`config.mk`:
```
export PLATFORM = sky130hd
export DESIGN_NAME = btb_update_ctrl
export DESIGN_NICKNAME = d
export VERILOG_FILES = /design/src/rtl/btb_pkg.sv /design/src/rtl/btb_upd_fifo.sv /design/src/rtl/btb_update_ctrl.sv
export SDC_FILE = /design/constraint.sdc
export NUM_CORES = 1
export LEC_CHECK = 0
export CAP_MARGIN = 10
export CELL_PAD_IN_SITES_DETAIL_PLACEMENT = 1
export CELL_PAD_IN_SITES_GLOBAL_PLACEMENT = 1
export CORE_MARGIN = 3
export CORE_UTILIZATION = 50
export DETAILED_ROUTE_END_ITERATION = 16
export PLACE_DENSITY = 0.89
export SYNTH_ARGS = -nofsm -noshare
export SYNTH_HDL_FRONTEND = slang
export SYNTH_HIERARCHICAL = 1
export SYNTH_SLANG_ARGS = --single-unit
```
`constraint.sdc`:
```
create_clock -name clk -period 9.89 [get_ports clk]
set_clock_uncertainty 0.15 [all_clocks]
set_input_delay 0.989 -clock clk [delete_from_list [all_inputs] [get_ports clk]]
set_output_delay 0.989 -clock clk [all_outputs]
set_load 0.01 [all_outputs]
```
`src/rtl/btb_pkg.sv`:
```
// Shared types for the BTB update controller: FSM states, PC width and
// the update-queue entry layout.
package btb_pkg;

    localparam int PC_W = 32;

    typedef enum logic [1:0] {
        IDLE  = 2'd0,
        DRAIN = 2'd1,
        CLEAR = 2'd2
    } btb_state_e;

    typedef struct packed {
        logic [PC_W-1:0] pc;
        logic [PC_W-1:0] target;
    } btb_entry_t;

endpackage

```
`src/rtl/btb_upd_fifo.sv`:
```
// Circular update queue for BTB writes. Supports push, pop, a whole-queue
// clear and an in-place overwrite of the newest entry's target.
module btb_upd_fifo
    import btb_pkg::*;
#(
    parameter int DEPTH = 4
) (
    input  logic                     clk,
    input  logic                     rst,
    input  logic                     clr,
    input  logic                     push,
    input  logic                     pop,
    input  logic                     ovr,
    input  btb_entry_t               wr_entry,
    input  logic [PC_W-1:0]          ovr_target,
    output btb_entry_t               head,
    output logic [PC_W-1:0]          tail_pc,
    output logic                     full,
    output logic                     empty,
    output logic [$clog2(DEPTH):0]   count
);

    localparam int AW = $clog2(DEPTH);

    btb_entry_t      mem_q [DEPTH];
    btb_entry_t      mem_d [DEPTH];
    logic [AW-1:0]   wr_ptr_q, wr_ptr_d;
    logic [AW-1:0]   rd_ptr_q, rd_ptr_d;
    logic [AW:0]     count_q, count_d;
    logic [AW-1:0]   tail_idx;

    assign tail_idx = wr_ptr_q - AW'(1);
    assign head     = mem_q[rd_ptr_q];
    assign tail_pc  = mem_q[tail_idx].pc;
    assign full     = (count_q == (AW+1)'(DEPTH));
    assign empty    = (count_q == '0);
    assign count    = count_q;

    // Next pointer/count/storage values; pointers wrap naturally since DEPTH is a power of two
    always_comb begin
        mem_d    = mem_q;
        wr_ptr_d = wr_ptr_q;
        rd_ptr_d = rd_ptr_q;
        count_d  = count_q;
        if (clr) begin
            wr_ptr_d = '0;
            rd_ptr_d = '0;
            count_d  = '0;
        end else begin
            if (ovr) begin
                mem_d[tail_idx].target = ovr_target;
            end
            if (push) begin
                mem_d[wr_ptr_q] = wr_entry;
                wr_ptr_d        = wr_ptr_q + AW'(1);
            end
            if (pop) begin
                rd_ptr_d = rd_ptr_q + AW'(1);
            end
            if (push && !pop) begin
                count_d = count_q + (AW+1)'(1);
            end else if (pop && !push) begin
                count_d = count_q - (AW+1)'(1);
            end
        end
    end

    // Pointer/count registers reset; entry storage needs no reset
    always_ff @(posedge clk) begin
        if (rst) begin
            wr_ptr_q <= '0;
            rd_ptr_q <= '0;
            count_q  <= '0;
        end else begin
            wr_ptr_q <= wr_ptr_d;
            rd_ptr_q <= rd_ptr_d;
            count_q  <= count_d;
        end
        mem_q <= mem_d;
    end

endmodule

```
`src/rtl/btb_update_ctrl.sv`:
```
// BTB update controller: filters resolved branches from EX, coalesces
// repeated updates to the queue tail, drains the queue into one-cycle BTB
// write strobes and sequences whole-BTB clears.
// Optional macro BTB_UPD_FILTER_EN: only mispredicted branches are queued.
module btb_update_ctrl
    import btb_pkg::*;
#(
    parameter int DEPTH = 4,
    parameter int CNT_W = 16
) (
    input  logic             clk,
    input  logic             rst,
    input  logic             ex_valid,
    input  logic [PC_W-1:0]  ex_pc,
    input  logic [PC_W-1:0]  ex_target,
    input  logic             ex_taken,
    input  logic             ex_mispredict,
    input  logic             flush_req,
    output logic             ex_ready,
    output logic             br_update,
    output logic [PC_W-1:0]  pc_ex,
    output logic [PC_W-1:0]  target_pc,
    output logic             btb_clr,
    output logic             busy,
    output logic [CNT_W-1:0] drop_cnt
);

    localparam int AW = $clog2(DEPTH);

    btb_state_e       state_q, state_d;
    logic             br_update_q, br_update_d;
    logic [PC_W-1:0]  pc_ex_q, pc_ex_d;
    logic [PC_W-1:0]  target_pc_q, target_pc_d;
    logic [CNT_W-1:0] drop_cnt_q, drop_cnt_d;

    btb_entry_t       head;
    btb_entry_t       wr_entry;
    logic [PC_W-1:0]  tail_pc;
    logic             full, empty;
    logic [AW:0]      count;

    logic accept, aligned, qualify, eligible, misalign_drop;
    logic pop, tail_leaving, coalesce, push;

`ifdef BTB_UPD_FILTER_EN
    assign qualify = ex_mispredict;
`else
    logic unused_mispredict;
    assign unused_mispredict = ex_mispredict;
    assign qualify = 1'b1;
`endif

    assign ex_ready = ~rst & ~full & (state_q != CLEAR) & ~flush_req;
    assign wr_entry = '{pc: ex_pc, target: ex_target};

    // Classify the incoming report and decide push/pop/coalesce for this cycle
    always_comb begin
        accept        = ex_valid & ex_ready;
        aligned       = (ex_pc[1:0] == 2'b00);
        eligible      = ex_taken & aligned & qualify;
        misalign_drop = accept & ex_taken & ~aligned & qualify;
        pop           = (state_q == DRAIN) & ~flush_req;
        // With a single entry the tail is the head, so it leaves when popped
        tail_leaving  = pop & (count == (AW+1)'(1));
        coalesce      = accept & eligible & ~empty & (tail_pc == ex_pc) & ~tail_leaving;
        push          = accept & eligible & ~coalesce;
    end

    btb_upd_fifo #(
        .DEPTH (DEPTH)
    ) u_fifo (
        .clk        (clk),
        .rst        (rst),
        .clr        (flush_req),
        .push       (push),
        .pop        (pop),
        .ovr        (coalesce),
        .wr_entry   (wr_entry),
        .ovr_target (ex_target),
        .head       (head),
        .tail_pc    (tail_pc),
        .full       (full),
        .empty      (empty),
        .count      (count)
    );

    // Next-state, registered BTB write outputs and saturating drop counter
    always_comb begin
        state_d     = state_q;
        br_update_d = pop;
        pc_ex_d     = pc_ex_q;
        target_pc_d = target_pc_q;
        drop_cnt_d  = drop_cnt_q;

        case (state_q)
            IDLE:    if (push) state_d = DRAIN;
            DRAIN:   if (tail_leaving && !push) state_d = IDLE;
            CLEAR:   state_d = IDLE;
            default: state_d = IDLE;
        endcase
        if (flush_req) begin
            state_d = CLEAR;
        end

        if (pop) begin
            pc_ex_d     = head.pc;
            target_pc_d = head.target;
        end

        if (misalign_drop && (drop_cnt_q != '1)) begin
            drop_cnt_d = drop_cnt_q + CNT_W'(1);
        end
    end

    // State and output registers
    always_ff @(posedge clk) begin
        if (rst) begin
            state_q     <= IDLE;
            br_update_q <= 1'b0;
            pc_ex_q     <= '0;
            target_pc_q <= '0;
            drop_cnt_q  <= '0;
        end else begin
            state_q     <= state_d;
            br_update_q <= br_update_d;
            pc_ex_q     <= pc_ex_d;
            target_pc_q <= target_pc_d;
            drop_cnt_q  <= drop_cnt_d;
        end
    end

    assign br_update = br_update_q;
    assign pc_ex     = pc_ex_q;
    assign target_pc = target_pc_q;
    assign drop_cnt  = drop_cnt_q;
    assign btb_clr   = rst | (state_q == CLEAR);
    assign busy      = ~rst & (~empty | (state_q != IDLE));

endmodule

```
# Yosys cells after proc, flatten, opt, wreduce, memory -nomap -nowiden
# Index checks and enable logic that the tools add are counted.
[word_totals]
regBits = 346
input_bits = 70
out_inout_bits = 84
word_cells = 103
[op_classes]
add_sub_neg = 6
magnitude_cmp = 5
n_eq_ne = 11
n_mux = 21
n_bitwise = 27
reduce_logical = 16
[ops]
columns = ["operator", "count"]
rows = [
  ["$mux 256", 3],
  ["$bwmux 256", 2],
  ["$mux 64", 5],
  ["$bmux 64 s2", 2],
  ["$demux 64 s2", 2],
  ["$eq 32x32->1", 1],
  ["$mux 32", 1],
  ["$add 16x1->16 const B", 1],
  ["$ne 16x16->1 const B", 1],
  ["$and 1x1->1", 15],
  ["$ge 3x3->1 const B", 3],
  ["$not 2->3", 3],
  ["$not 1->1", 7],
  ["$logic_and 1x1->1", 6],
  ["$lt 3x1->1 const B", 2],
  ["$mux 2", 3],
  ["$mux 3", 2],
  ["$ne 3x2->1 const B", 2],
  ["$add 2x1->2 const B", 2],
  ["$logic_not 2->1", 2],
  ["$ne 2x1->1 const B", 2],
  ["$pmux 2 s2", 1],
  ["$reduce_and 2->1", 2],
  ["$reduce_bool 2->1", 2],
  ["12 further kinds", 14],
]

# Logic depth before layout (Yosys ltp)
[logic_depth]
ltp_word = 17
ltp_mapped = 18

# By module
# The synthesis kept the hierarchy.
[by_module_without_submodules]
columns = ["mod", "n_inst", "cells_per_inst", "area_per_inst_um2", "seq_area_each_um2"]
rows = [
  ["btb_upd_fifo", 1, 1012, 14151.1, 7827.5],
  ["btb_update_ctrl", 1, 445, 3547.2, 1661.6],
]

# Worst setup path before layout
# No wires, ideal clock.
[synth_path]
path_type = "register to register"
start = "register u_fifo/wr_ptr_q[0] (netlist name)"
end = "register u_fifo/mem_q[224] (netlist name) (enable)"
setup_ns = 0.421
t_arrival_ns = 4.163
setup_slack_ns = 5.156
stages_incl_launch_ff = 18
n_path_buf = 7
path_cell_list = "dfxtp_1 > buf_6 > buf_6 > inv_1 > ha_1 > clkbuf_1 > buf_2 > mux4_2 > xor2_1 > nor4_1 > nand4_1 > nor4_1 > nor2_1 > buf_2 > nand2_1 > buf_2 > buf_2 > nor2_1"
[synth_rtl]
columns = ["item", "line", "rtl"]
rows = [
  ["to (signal assigned)", "btb_upd_fifo.sv:79", "mem_q <= mem_d;"],
  ["to (decl)", "btb_upd_fifo.sv:25", "btb_entry_t mem_q [DEPTH];"],
]

==> flow_summary.json <==
{
  "drtPass1Iterations": 5,
  "synth_xor_area_frac": 0.0223,
  "drv_slew": 0,
  "async_flop_share": 0,
  "synth-edff-count": 256,
  "grt_use_met2": 0.489,
  "drc_errors": 0,
  "netlist_instances": 1457,
  "fin_ws_ns": 3.15,
  "timing.rr.start": "u_fifo/wr_ptr_q[0]",
  "clock_sink_count": 346,
  "critPathSlowestCell": "ha_2",
  "grt_pass1_wl_mm": 81.0,
  "synth_compound_gate_area_share": 0.0625,
  "wl_mm": 52.3,
  "die_y_um": 194,
  "whs_ns": 0.303,
  "nets": 1637,
  "postSynthAreaPerCell_sq_um": 12.1,
  "ys_seq_area_frac": 0.536,
  "dp_slack_ns": 3.31,
  "power_leakage_uw": 0.00764,
  "reg2reg_depth": 14,
  "crit_path_cell_trace": "buf_4 > inv_1 > ha_2 > mux4_1 > xor2_1 > nor4_1 > nand4_1 > nor4_1 > nor2_4 > buf_4 > nand2_2 > buf_4 > nor2_2 > buf_4",
  "cts_hold_buf": 0,
  "path_class": "flip-flop to flip-flop",
  "fmax_mhz": 148,
  "r2r_slack_ns": 3.15,
  "port_buffers": 152,
  "synth_mux_area_frac": 0.201,
  "ant_nets": 0,
  "period_needed_ns": 6.74,
  "vias": 12800,
  "post-route-period-util": 0.682,
  "hold_path_end": "target_pc[8]",
  "crit_top_cell": "buf_4",
  "io_pins": 154,
  "cts_setup_buffers": 0,
  "root_buffer": "clkbuf_16",
  "dp_hpwl_mm": 30.2,
  "finalInstanceArea_sq_mm": 0.0206,
  "die_x_um": 194,
  "routedWlPerCell_um": 25.6,
  "relSlewSlack": 0.275,
  "setup-violations-final": 0,
  "clk_pin_slew_ns": 0.07,
  "grt-busiest-layer": "met2",
  "gp_congestion": 0.762,
  "rsz0062_at_grt": "false",
  "use_met3": 0.0429,
  "first_iter_violations": 1051,
  "syn-num-nets": 1538,
  "clock_tree.buffer_depth": 3,
  "tightest_slew_ns": 1.09,
  "met1_usage": 0.340,
  "antenna_found_initial": 5,
  "coreArea_sq_mm": 0.0347,
  "syn_to_final_growth_pct": 16.1,
  "worst_ep_required_time_ns": 9.96,
  "finalHoldViolations": 0,
  "grt_max_degree": 135,
  "yosys_warnings": 6,
  "status": "finished clean",
  "dpl-instance-area_sq_mm": 0.0193,
  "whs_path_depth": 2,
  "synthTopCellsByArea": "edfxtp_1 43%, dfxtp_1 10%, mux4_2 10%, mux2i_1 7.4%, a21oi_1 5.6%",
  "synth_simple_gate_area_frac": 0.130,
  "rows": 68,
  "grtUsageTotal": 0.272,
  "yosysTopAreaCell": "edfxtp_1",
  "vdd_ir_drop_max_mv": 0.102,
  "layout-drive-gt1-share": 0.117,
  "cts_tree": "yes",
  "regToRegEndpoint": "u_fifo/mem_q[183]",
  "dieArea_sq_mm": 0.0377,
  "maxCapViolCount": 0,
  "syn_area_sq_mm": 0.0177,
  "yosys.area_share.adder": 0.00820,
  "end_kind": "flip-flop",
  "cts_resized": 0,
  "initial_core_util": 0.510,
  "ys_seq_elements": 346,
  "min_from": "target_pc[8]",
  "cp.buffers_inverters": 5,
  "grt_pass1_vias": 13800,
  "critPathMaxFanout": 134,
  "vias_per_cell": 6.28,
  "max_stage_delay_ns": 1.02,
  "cp.arrival_ns": 6.82,
  "gr-total-overflow": 0,
  "fin_tns_setup_ns": 0,
  "synth.distinct_cells": 49,
  "synth_top_family_by_area": "multiplexers",
  "htree_levels": 2,
  "synthFlopType": "edfxtp_1",
  "hp-class": "flip-flop to flip-flop",
  "insertion_delay_ns": 0.55,
  "worst_path_dominant_cell_family": "buffers and inverters",
  "synth.top_cell.area_share": 0.434,
  "p_per_area_mw_per_mm2": 152,
  "worstSetupStartpointType": "flip-flop",
  "numCtsBuffers": 39
}
where the power goes:
group / internal [uW] / total [uW] / leakage [uW] / switching (uW)
sequential: 1580 / 1600 / 0.00286 / 17.2
combinational: 62.9 / 140 / 0.00418 / 76.9
clock: 780 / 1380 / 0.000598 / 602
how the worst max path moves through the flow:
stage,start,end,slack [ns],cells after the start
after global routing,u_fifo/wr_ptr_q[0],u_fifo/mem_q[183],2.82,14
after global placement,u_fifo/wr_ptr_q[0],u_fifo/mem_q[174],3.52,14
after CTS,u_fifo/wr_ptr_q[0],u_fifo/mem_q[183],3.21,14
final,u_fifo/wr_ptr_q[0],u_fifo/mem_q[183],3.15,14
after detailed placement,u_fifo/wr_ptr_q[0],u_fifo/mem_q[176],3.31,14
after floorplan,u_fifo/wr_ptr_q[0],u_fifo/mem_q[224],5.16,17
cell families (layout without fill, tap and decap cells):
group,count (synthesis),count (layout)
other,0,3
adders and majority gates,11,11
buffers and inverters,128,258
AOI/OAI and AO/OA,212,212
muxes,229,229
and+or+nand+nor,486,486
DFF,346,346
xor gates and xnor gates,45,45
routing by layer:
layer | wire [um] | vias to the layer above
met3 | 3690 | 97
met4 | 1170 | 4
met5 | 23 | -
met1 | 20000 | 6553
met2 | 27400 | 551
li1 | - | 5636
cell type report:
type | count | area [sq um]
diodes | 3 | 7.51
well taps | 455 | 569
inverters | 11 | 43.8
multi-input cells | 983 | 7540
clock buffers | 52 | 1100
fillers | 3522 | 14200
repair buffers | 175 | 1690
clock inverters | 20 | 104
flip-flops and latches | 346 | 9500
flip-flops by register name, summed over array words and instances, names as in the netlist:
register,count
br_update,1
drop_cnt,16
pc_ex,32
state_q,2
target_pc,32
u_fifo/count,3
u_fifo/mem_q,256
u_fifo/rd_ptr_q,2
u_fifo/wr_ptr_q,2
Yosys cell counts (all sizes together) (2+ instances only):
library cell	count
and3	132
buf	62
dfxtp	90
ha	10
mux2	2
xnor2	10
nand3	6
nor3b	2
a21oi	198
nor2	161
mux4	96
inv	11
nand2b	3
o211ai	5
o21ai	4
nand2	145
clkbuf	55
xor2	35
or3	4
nand4	6
mux2i	131
nor4	10
edfxtp	256
nor2b	6
nor3	4
through the flow:
stage	cells	utilization	power, uW
2_1_floorplan	1457	-	1690
3_3_place_gp	1970	0.557	1760
3_5_place_dp	1970	0.557	1770
4_1_cts	2042	0.592	3140
5_1_grt	2045	0.592	3220
6_report	2045	0.592	3120
cells in the final DEF, fill, tap and decap left out, types with 4 or more instances in the layout:
| cell | count |
|---|---|
| nor2_2 | 4 |
| clkinv_1 | 9 |
| nor4_1 | 10 |
| inv_1 | 9 |
| edfxtp_1 | 256 |
| nand3_1 | 6 |
| and3_1 | 132 |
| mux4_1 | 17 |
| a21oi_1 | 198 |
| nand2_2 | 7 |
| nor2b_1 | 6 |
| nand2_1 | 137 |
| clkbuf_8 | 5 |
| mux4_2 | 79 |
| mux2i_1 | 131 |
| ha_1 | 9 |
| o211ai_1 | 5 |
| dfxtp_1 | 87 |
| clkdlybuf4s50_1 | 151 |
| xnor2_1 | 10 |
| nor3_1 | 4 |
| nor2_1 | 156 |
| clkinv_2 | 9 |
| clkbuf_16 | 40 |
| buf_4 | 24 |
| nand4_1 | 4 |
| xor2_1 | 35 |
| clkbuf_1 | 7 |
worst register-to-register path: stages (launching register included):
cell	delay, ns
dfxtp_2	0.32
buf_4	0.58
inv_1	0.25
ha_2	1.02
mux4_1	0.45
xor2_1	0.18
nor4_1	0.59
nand4_1	0.17
nor4_1	0.69
nor2_4	0.05
buf_4	0.48
nand2_2	0.44
buf_4	0.62
nor2_2	0.08
buf_4	0.34
Power figures use the tool's default switching activity.
